[src/rtl/mul_result_queue_if.sv]
// -----------------------------------------------------------------------------
// mul_result_queue_if
//   Register-file writeback channel carrying one multiplier result per
//   valid/ready handshake.
//
//   wb_valid_o  head entry valid               (queue -> writeback port)
//   wb_ready_i  writeback port accepts head    (writeback port -> queue)
//   wb_rd_o     head entry destination tag     (queue -> writeback port)
//   wb_data_o   head entry result data         (queue -> writeback port)
//
//   master: the result queue. slave: the register-file writeback port.
// -----------------------------------------------------------------------------
interface mul_result_queue_if #(
    parameter int TAG_W  = 5,
    parameter int DATA_W = 64
);
    logic              wb_valid_o;
    logic              wb_ready_i;
    logic [TAG_W-1:0]  wb_rd_o;
    logic [DATA_W-1:0] wb_data_o;

    modport master (
        output wb_valid_o,
        output wb_rd_o,
        output wb_data_o,
        input  wb_ready_i
    );

    modport slave (
        input  wb_valid_o,
        input  wb_rd_o,
        input  wb_data_o,
        output wb_ready_i
    );
endinterface

[src/rtl/mul_result_queue.sv]
// -----------------------------------------------------------------------------
// mul_result_queue
//   Writeback-side companion to the scalar multiplier. A tracker FSM runs in
//   lock-step with the multiplier (IDLE -> MULT -> DONE) so it knows the one
//   cycle in which mul_result_i is valid. That result is pushed, with the
//   destination tag captured at request time, into a small FIFO whose head is
//   offered to the register-file writeback port with valid/ready.
//
// Ports
//   clk_i          clock, all state on rising edge
//   rstn_i         asynchronous active-low reset
//   kill_i         aborts the in-flight multiply (never touches queued entries)
//   mul_request_i  request also seen by the multiplier
//   rd_tag_i       destination tag, sampled with an accepted request
//   mul_result_i   multiplier result, meaningful only in the DONE cycle
//   wb             writeback channel (master side)
//   full_o         issue must hold off mul_request_i while high
//   count_o        number of occupied FIFO entries
// -----------------------------------------------------------------------------
module mul_result_queue #(
    parameter int DEPTH  = 2,
    parameter int TAG_W  = 5,
    parameter int DATA_W = 64
) (
    input  logic                     clk_i,
    input  logic                     rstn_i,
    input  logic                     kill_i,
    input  logic                     mul_request_i,
    input  logic [TAG_W-1:0]         rd_tag_i,
    input  logic [DATA_W-1:0]        mul_result_i,
    mul_result_queue_if.master       wb,
    output logic                     full_o,
    output logic [$clog2(DEPTH):0]   count_o
);

    localparam int PTR_W = $clog2(DEPTH);
    localparam int CNT_W = PTR_W + 1;

    typedef enum logic [1:0] {
        T_IDLE = 2'd0,
        T_MULT = 2'd1,
        T_DONE = 2'd2
    } track_e;

    track_e             state_q, state_d;
    logic               accept;
    logic               push;
    logic               pop;
    logic               inflight;
    logic [TAG_W-1:0]   tag_q;

    logic [TAG_W-1:0]   mem_tag  [DEPTH];
    logic [DATA_W-1:0]  mem_data [DEPTH];
    logic [PTR_W-1:0]   wr_ptr_q;
    logic [PTR_W-1:0]   rd_ptr_q;
    logic [CNT_W-1:0]   count_q;
    logic [CNT_W:0]     occupancy;

    // ------------------------------------------------------------------
    // Tracker FSM
    // ------------------------------------------------------------------
    // NOTE: every signal assigned in this block gets a default first, so no
    // path through the case leaves it unassigned and no latch is inferred.
    always_comb begin
        state_d = state_q;
        accept  = 1'b0;
        push    = 1'b0;
        case (state_q)
            T_IDLE: begin
                // A request while full is illegal; it is dropped, not queued.
                if (mul_request_i && !kill_i && !full_o) begin
                    state_d = T_MULT;
                    accept  = 1'b1;
                end
            end
            T_MULT: begin
                state_d = kill_i ? T_IDLE : T_DONE;
            end
            T_DONE: begin
                state_d = T_IDLE;
                push    = !kill_i;
            end
            default: begin
                state_d = T_IDLE;
            end
        endcase
    end

    // NOTE: sequential state uses non-blocking assignments so every register
    // samples the values from before this edge, independent of block order.
    always_ff @(posedge clk_i or negedge rstn_i) begin
        if (!rstn_i) begin
            state_q <= T_IDLE;
            tag_q   <= '0;
        end else begin
            state_q <= state_d;
            if (accept) begin
                tag_q <= rd_tag_i;
            end
        end
    end

    assign inflight = (state_q != T_IDLE);

    // Reserve a slot for the in-flight op as soon as it is accepted, so the
    // DONE-cycle push can never find the FIFO full. Built from registered
    // state only; a slot freed by a pop this cycle shows up next cycle.
    assign occupancy = {1'b0, count_q} + {{CNT_W{1'b0}}, inflight};
    assign full_o    = (occupancy >= (CNT_W+1)'(DEPTH));

    // ------------------------------------------------------------------
    // FIFO
    // ------------------------------------------------------------------
    assign pop = wb.wb_valid_o && wb.wb_ready_i;

    // NOTE: the storage array is reset here because the head outputs are read
    // straight from it and must be zero out of reset; this is affordable only
    // because the queue is a handful of entries deep.
    always_ff @(posedge clk_i or negedge rstn_i) begin
        if (!rstn_i) begin
            for (int i = 0; i < DEPTH; i++) begin
                mem_tag[i]  <= '0;
                mem_data[i] <= '0;
            end
        end else if (push) begin
            mem_tag[wr_ptr_q]  <= tag_q;
            mem_data[wr_ptr_q] <= mul_result_i;
        end
    end

    // Pointers wrap naturally because DEPTH is a power of two.
    always_ff @(posedge clk_i or negedge rstn_i) begin
        if (!rstn_i) begin
            wr_ptr_q <= '0;
            rd_ptr_q <= '0;
            count_q  <= '0;
        end else begin
            if (push) begin
                wr_ptr_q <= wr_ptr_q + PTR_W'(1);
            end
            if (pop) begin
                rd_ptr_q <= rd_ptr_q + PTR_W'(1);
            end
            case ({push, pop})
                2'b10:   count_q <= count_q + CNT_W'(1);
                2'b01:   count_q <= count_q - CNT_W'(1);
                default: count_q <= count_q;
            endcase
        end
    end

    // Head is a mux from the array: it only moves on a pop, so it is stable
    // while the writeback port stalls. When empty it shows stale/reset data.
    assign wb.wb_valid_o = (count_q != '0);
    assign wb.wb_rd_o    = mem_tag[rd_ptr_q];
    assign wb.wb_data_o  = mem_data[rd_ptr_q];
    assign count_o       = count_q;

endmodule

[src/flat_wrapper.sv]
// flat-port wrapper written by rule: the top's interface ports become plain ports
module mul_result_queue_flat 
#(
    parameter int DEPTH  = 2,
    parameter int TAG_W  = 5,
    parameter int DATA_W = 64
)
  (clk_i, rstn_i, kill_i, mul_request_i, rd_tag_i, mul_result_i, full_o, count_o, wb_wb_valid_o, wb_wb_rd_o, wb_wb_data_o, wb_wb_ready_i);
  mul_result_queue_if #(.TAG_W(TAG_W), .DATA_W(DATA_W)) wb_i ();
  input  logic clk_i;
  input  logic rstn_i;
  input  logic kill_i;
  input  logic mul_request_i;
  input  logic [TAG_W-1:0] rd_tag_i;
  input  logic [DATA_W-1:0] mul_result_i;
  output logic full_o;
  output logic [$clog2(DEPTH):0] count_o;
  output wire logic [$bits(wb_i.wb_valid_o)-1:0] wb_wb_valid_o;
  output wire logic [$bits(wb_i.wb_rd_o)-1:0] wb_wb_rd_o;
  output wire logic [$bits(wb_i.wb_data_o)-1:0] wb_wb_data_o;
  input wire logic [$bits(wb_i.wb_ready_i)-1:0] wb_wb_ready_i;
  assign wb_wb_valid_o = wb_i.wb_valid_o;
  assign wb_wb_rd_o = wb_i.wb_rd_o;
  assign wb_wb_data_o = wb_i.wb_data_o;
  assign wb_i.wb_ready_i = wb_wb_ready_i;
  mul_result_queue #(.DEPTH(DEPTH), .TAG_W(TAG_W), .DATA_W(DATA_W)) u_core (.clk_i(clk_i), .rstn_i(rstn_i), .kill_i(kill_i), .mul_request_i(mul_request_i), .rd_tag_i(rd_tag_i), .mul_result_i(mul_result_i), .wb(wb_i), .full_o(full_o), .count_o(count_o));
endmodule
[config.mk]
export PLATFORM = sky130hd
export DESIGN_NAME = mul_result_queue_flat
export DESIGN_NICKNAME = d
export VERILOG_FILES = /design/src/rtl/mul_result_queue_if.sv /design/src/rtl/mul_result_queue.sv /design/src/flat_wrapper.sv
export SDC_FILE = /design/constraint.sdc
export NUM_CORES = 1
export LEC_CHECK = 0
export CAP_MARGIN = 20
export CORE_MARGIN = 8
export CORE_UTILIZATION = 50
export CTS_CLUSTER_DIAMETER = 60
export DETAILED_ROUTE_END_ITERATION = 10
export PLACE_DENSITY_LB_ADDON = 0.15
export SLEW_MARGIN = 20
export SYNTH_ARGS = -nofsm -noshare
export SYNTH_HDL_FRONTEND = slang
export SYNTH_SLANG_ARGS = --single-unit
export TNS_END_PERCENT = 100
[constraint.sdc]
create_clock -name clk_i -period 2.2 [get_ports clk_i]
set_input_delay 0.66 -clock clk_i [delete_from_list [all_inputs] [get_ports clk_i]]
set_output_delay 0.66 -clock clk_i [all_outputs]
set_load 0.05 [all_outputs]
==> results of run 1 <==
flip-flops by register name, summed over array words and instances, names as in the netlist:
name,flops
u_core.mem_data,128
u_core.mem_tag,10
u_core.tag_q,5
u_core.count_o,2
u_core.state_q,2
u_core.rd_ptr_q,1
u_core.wr_ptr_q,1
power by group through the flow:
stage          clock network (mW)  registers [mW]  logic [mW]
3_5_place_dp                    0            4.75        7.89
5_1_grt                      3.27            4.92        9.74
3_3_place_gp                    0            4.64        7.79
2_1_floorplan                   0            4.57        5.68
4_1_cts                      3.15            4.71        8.62
6_report                     3.09            4.77        9.34
per-stage QoR:
step	area (um^2)	hold slack [ns]
floorplan	6445	0.3644
global placement	8034	0.4531
detailed placement	8034	0.4708
CTS	8930	0.1741
global route	9230	0.1815
finish	9230	0.1734
Yosys cell counts, drive strengths merged, types with 2 or more instances:
cell      n  share of area
clkbuf    9         0.0052
buf      15          0.022
nor2      3         0.0068
xor2      2         0.0027
mux2    212           0.37
xnor2     3         0.0041
dfrtp   149           0.58
and2      2         0.0019
critical path: stages, from the launching register on:
cell     delay (ns)
dfrtp_2        0.40
buf_12         0.15
buf_16         0.15
mux2_2         0.36
buf_6          0.16
worst paths after layout:
check	startpoint	end	slack (ns)	cells past startpoint
max	u_core.rd_ptr_q	wb_wb_data_o[21]	-0.09	4
min	rstn_i	u_core.mem_data[52]	0.17	1
max reg2reg	u_core.state_q[0]	u_core.mem_data[40]	0.38	5
min reg2reg	u_core.mem_data[59]	u_core.mem_data[59]	0.48	1
max in group asynchronous	rstn_i	u_core.mem_data[46]	1.37	2
min in group clk_i	u_core.mem_data[59]	u_core.mem_data[59]	0.48	1
what timing repair did:
action / in CTS / in global routing
setup endpoints to repair: 69 / 69
buffers inserted: 3 / 0
gates cloned: 1 / 4
resized for setup: 54 / 56
final cells by class:
| class | instances | area (um^2) | area share |
|---|---|---|---|
| inverter | 1 | 3.754 | 0.0004067 |
| clock buffer | 21 | 450.4 | 0.04880 |
| sequential | 149 | 3730 | 0.4041 |
| tap | 172 | 215.2 | 0.02332 |
| clock inverter | 11 | 180.2 | 0.01952 |
| timing repair buffer | 171 | 2032 | 0.2201 |
| multi-input combinational | 229 | 2619 | 0.2837 |
routing by layer:
| metal | track usage | share of wire |
|---|---|---|
| met5 | 0 | 0 |
| met4 | 0.06557 | 0.0085 |
| met3 | 0.06163 | 0.069 |
| met1 | 0.2130 | 0.40 |
| met2 | 0.3140 | 0.52 |
kinds of logic after synthesis:
group	Yosys count	share of synthesized area
muxes	212	0.3704
DFF	149	0.5785
buffers and inverters	25	0.02737
and+or+nand+nor	10	0.01417
xor gates and xnor gates	5	0.006796
AOI/OAI and AO/OA	1	0.0007758
adders and majority gates	1	0.001941
==> flow_metrics.tcl, run 1 <==
set metrics [dict create \
    fmax_ghz 0.4369 \
    seq_area_frac_synth 0.5785 \
    pwr-share-comb 0.543 \
    violations "setup timing" \
    cp-start-kind "flop" \
    postSynthCellCount 403 \
    coreArea_mm2 0.01262 \
    rsz0062_at_grt "yes" \
    drt-initial-drc-count 108 \
    pwr-share-seq 0.277 \
    switching_power_mw 6.847 \
    grt_pass1_wl_um 23570 \
    hp-class "in -> async" \
    crit_fanout 11 \
    worstSkewPairLatency_ns 0.41 \
    power.density_mw_per_mm2 1863 \
    antenna_found_initial 0 \
    final_cell_mix "mux2_2 (171), dfrtp_1 (148), clkdlybuf4s50_1 (72)" \
    numCtsBuffers 17 \
    start_util 0.5107 \
    drt-pass1-iter-count 4 \
    first_global_vias 4443 \
    dieArea_mm2 0.01678 \
    final_cells 754 \
    gr-total-overflow 0 \
    antenna_left 0 \
    power.leakage_nw 4.342 \
    place.gp.congestion 0.7301 \
    nets 644 \
    io_pins 147 \
    yosysUniqueCellTypes 20 \
    ys_seq_elements 149 \
    p_sw_frac 0.3982 \
    maxCapViolations 0 \
    drc 0 \
    dpl.cell_count 714 \
    power_mw 17.20 \
    worstPathArrival_ns 1.63 \
    clock-skew-final_ns 0.006693 \
    postLayoutCoreUtil 0.7314 \
    n_fill_cell 816 \
    avgSynthCellArea_um2 15.99 \
    cts_tree "yes" \
    die_x_um 129.5 \
    dp_hpwl_um 9812 \
    setup_viol 69 \
    avgRoutedWirePerCell_um 20.44 \
    cts_sinks 149 \
    clk_pin_slew_ns 0.06 \
    netlist_area_mm2 0.006445 \
    rows 41 \
    crit_required_ns 1.54 \
    p_int_mw 10.35 \
    hold_buffers 0 \
    h-tree-depth 4 \
    worst_slack_ns -0.08888 \
    status "finished with violations" \
    vias 3895 \
    grt_max_degree 46 \
    portBuffers 146 \
    synth_edf_count 0 \
    endpoint_kind "primary output" \
    power_frac_clock 0.179 \
    antenna_cells 0 \
    relSlewSlack 0.7052 \
    synthToLayoutAreaGrowth_pct 43.21 \
    slew_violations 0 \
    async_flop_share 1.000 \
    drt-total-wl_um 15410 \
    min_period_ns 2.289 \
    mostFrequentLayoutCell "mux2_2" \
    drive_above_1_share 0.5567 \
    tns_ns -4.905 \
    die_h_um 129.5 \
    tightest_slew_ns 0.4423 \
    finalCritPeriodShare 1.040 \
    dp_slack_ns -0.2942 \
    track_usage 0.1844 \
    vias_per_cell 5.166 \
    synth.net_count 478 \
    path_class "reg -> out" \
    cts_max_path_buffers 2 \
    synth-main-ff-cell "dfrtp_1" \
    yosysWarnings 0 \
    ir_drop_uv 1340 \
    hold_violations 0 \
    cts_root_buf "clkbuf_16" \
]
(Power assumes the default switching activity.)
==> run 2, diff against run 1 <==
CORE_UTILIZATION = 54   (was 50)
clock period = 2.65 ns   (was 2.2 ns; I/O delays follow)
==> run 2 against run 1 <==
The run now ends clean. Critical path depth is 3 lower. Cell count fell by 4.5%. First-iteration DRC count rose by 67%. Worst hold slack gained 0.20 ns. Via count shrank 1.2%.
==> flow_metrics.tcl, run 2 (same netlist as run 1, synthesis figures left out) <==
set metrics [dict create \
    crit_buf_inv 1 \
    hold-worst-slack_ns 0.3771 \
    portBuffers 146 \
    r2r_cells 5 \
    drc 0 \
    die_h_um 125.2 \
    status "completed" \
    dieArea_mm2 0.01569 \
    crit_required_ns 1.86 \
    crit_slowest_cell "clkdlybuf4s50_1" \
    final_cell_mix "mux2_2 (192), dfrtp_1 (148), buf_4 (76)" \
    path_class "reg -> out" \
    cp-start-kind "flop" \
    io_pins 147 \
    reg2reg_to "u_core.mem_data[45]" \
    mostFrequentLayoutCell "mux2_2" \
    gr-total-overflow 0 \
    synthToLayoutAreaGrowth_pct 33.53 \
    power.density_mw_per_mm2 1484 \
    ir_drop_uv 915.4 \
    first_global_vias 4501 \
    finalCritPeriodShare 0.9457 \
    antenna_found_initial 0 \
    cts_root_buf "clkbuf_16" \
    clock-skew-final_ns 0.007923 \
    place.gp.congestion 0.7316 \
    start_util 0.5457 \
    nets 637 \
    numCtsBuffers 17 \
    avgRoutedWirePerCell_um 19.40 \
    tightest_slew_ns 0.6188 \
    coreArea_mm2 0.01181 \
    relSlewSlack 0.5874 \
    cts_tree "yes" \
    hold_violations 0 \
    grt_pass1_wl_um 23110 \
    maxCapViolations 0 \
    drt-initial-drc-count 180 \
    rsz0062_at_grt "no" \
    worstSkewPairLatency_ns 0.42 \
    hp-class "in -> async" \
    crit_family "buffers and inverters" \
    fmax_ghz 0.3990 \
    drive_above_1_share 0.5410 \
    largest_reg_flops 128 \
    crit_fanout 5 \
    endpoint_kind "primary output" \
    r2r-start "u_core.state_q[0]" \
    dpl.cell_count 688 \
    antenna_cells 0 \
    grt_max_degree 66 \
    cts_sinks 149 \
    r2r_slack_ns 0.84 \
    track_usage 0.1874 \
    die_x_um 125.2 \
    cp_cell_sequence "clkdlybuf4s50_1" \
    rows 40 \
    dp_hpwl_um 9753 \
    reg_top3 "u_core.mem_data: 128 flops, u_core.mem_tag: 10 flops, u_core.tag_q: 5 flops" \
    top_register "u_core.mem_data" \
    slew_violations 0 \
    dp_slack_ns -0.01179 \
    worstPathArrival_ns 1.71 \
    cts_max_path_buffers 2 \
    h-tree-depth 4 \
    place_area_mm2 0.008005 \
    antenna_left 0 \
    drt-total-wl_um 13970 \
    hold_buffers 0 \
    setup_viol 0 \
    cp_slowest_stage_delay_ns 0.86 \
    worst_slack_ns 0.1440 \
    vias 3850 \
    final_cell_area_mm2 0.008606 \
    power.leakage_nw 4.081 \
    vias_per_cell 5.347 \
    min_period_ns 2.506 \
    clk_pin_slew_ns 0.06 \
    drt-pass1-iter-count 6 \
    final_cells 720 \
]
## run 2: changes by cell type in the layout (fill, tap and decap cells not counted), moves of 16 or more
cell    before  now
buf_6       56    1
buf_8       16    0
buf_4       11   76
mux2_4      21    0
mux2_2     171  192
## run 2: worst reg2reg max path, stage by stage (launching register included)
cell and delay (ns):
dfrtp_1 0.40, or3b_1 0.38, buf_4 0.18, nor2_8 0.15
buf_12 0.21, mux2_2 0.37
## run 2: worst max-delay path by stage
stage | from | to | slack, ns | cells after the start
after CTS | u_core.rd_ptr_q | wb_wb_data_o[18] | 0.11 | 3
final | u_core.count_o[0] | count_o[0] | 0.14 | 1
after global placement | kill_i | u_core.mem_data[106] | 0.03 | 6
after detailed placement | kill_i | u_core.mem_data[58] | -0.01 | 6
after floorplan | u_core.rd_ptr_q | wb_wb_data_o[22] | 0.50 | 3
after global routing | u_core.count_o[0] | count_o[0] | 0.07 | 1
## run 2: cell type report
cell class                 instances  area [um^2]
inverter                           1        3.754
clock buffer                      27        523.0
clock inverter                     3        65.06
fill                             789         3206
tap                              147        183.9
multi-input combinational        229         2540
sequential                       149         3730
timing repair buffer             164         1560
## run 2: through the flow
step / TNS, ns / utilization / power (mW)
after CTS: 0 / 0.7286 / 12.92
after floorplan: 0 / - / 8.507
after global placement: 0 / 0.6778 / 10.27
final: 0 / 0.7286 / 12.77
after detailed placement: -0.07248 / 0.6778 / 10.47
after global routing: 0 / 0.7286 / 13.37
## run 2: repair_timing
action,CTS,global route
resized for setup,2,0
setup buffers,2,0
setup endpoints to repair,4,0
## run 2: where the power goes
group          switching, mW  internal (mW)
clock                  0.841           1.52
combinational           3.88           2.59
sequential             0.577           3.36
total                   5.30           7.47
## run 2: layer usage
| metal | vias to the layer above | share of wire | GRT usage |
|---|---|---|---|
| met2 | 110 | 0.51 | 0.3186 |
| met1 | 1965 | 0.41 | 0.2098 |
| met3 | 17 | 0.069 | 0.07225 |
| met5 | - | 0 | 0 |
| met4 | 0 | 0.014 | 0.06948 |
| li1 | 1758 | - | - |
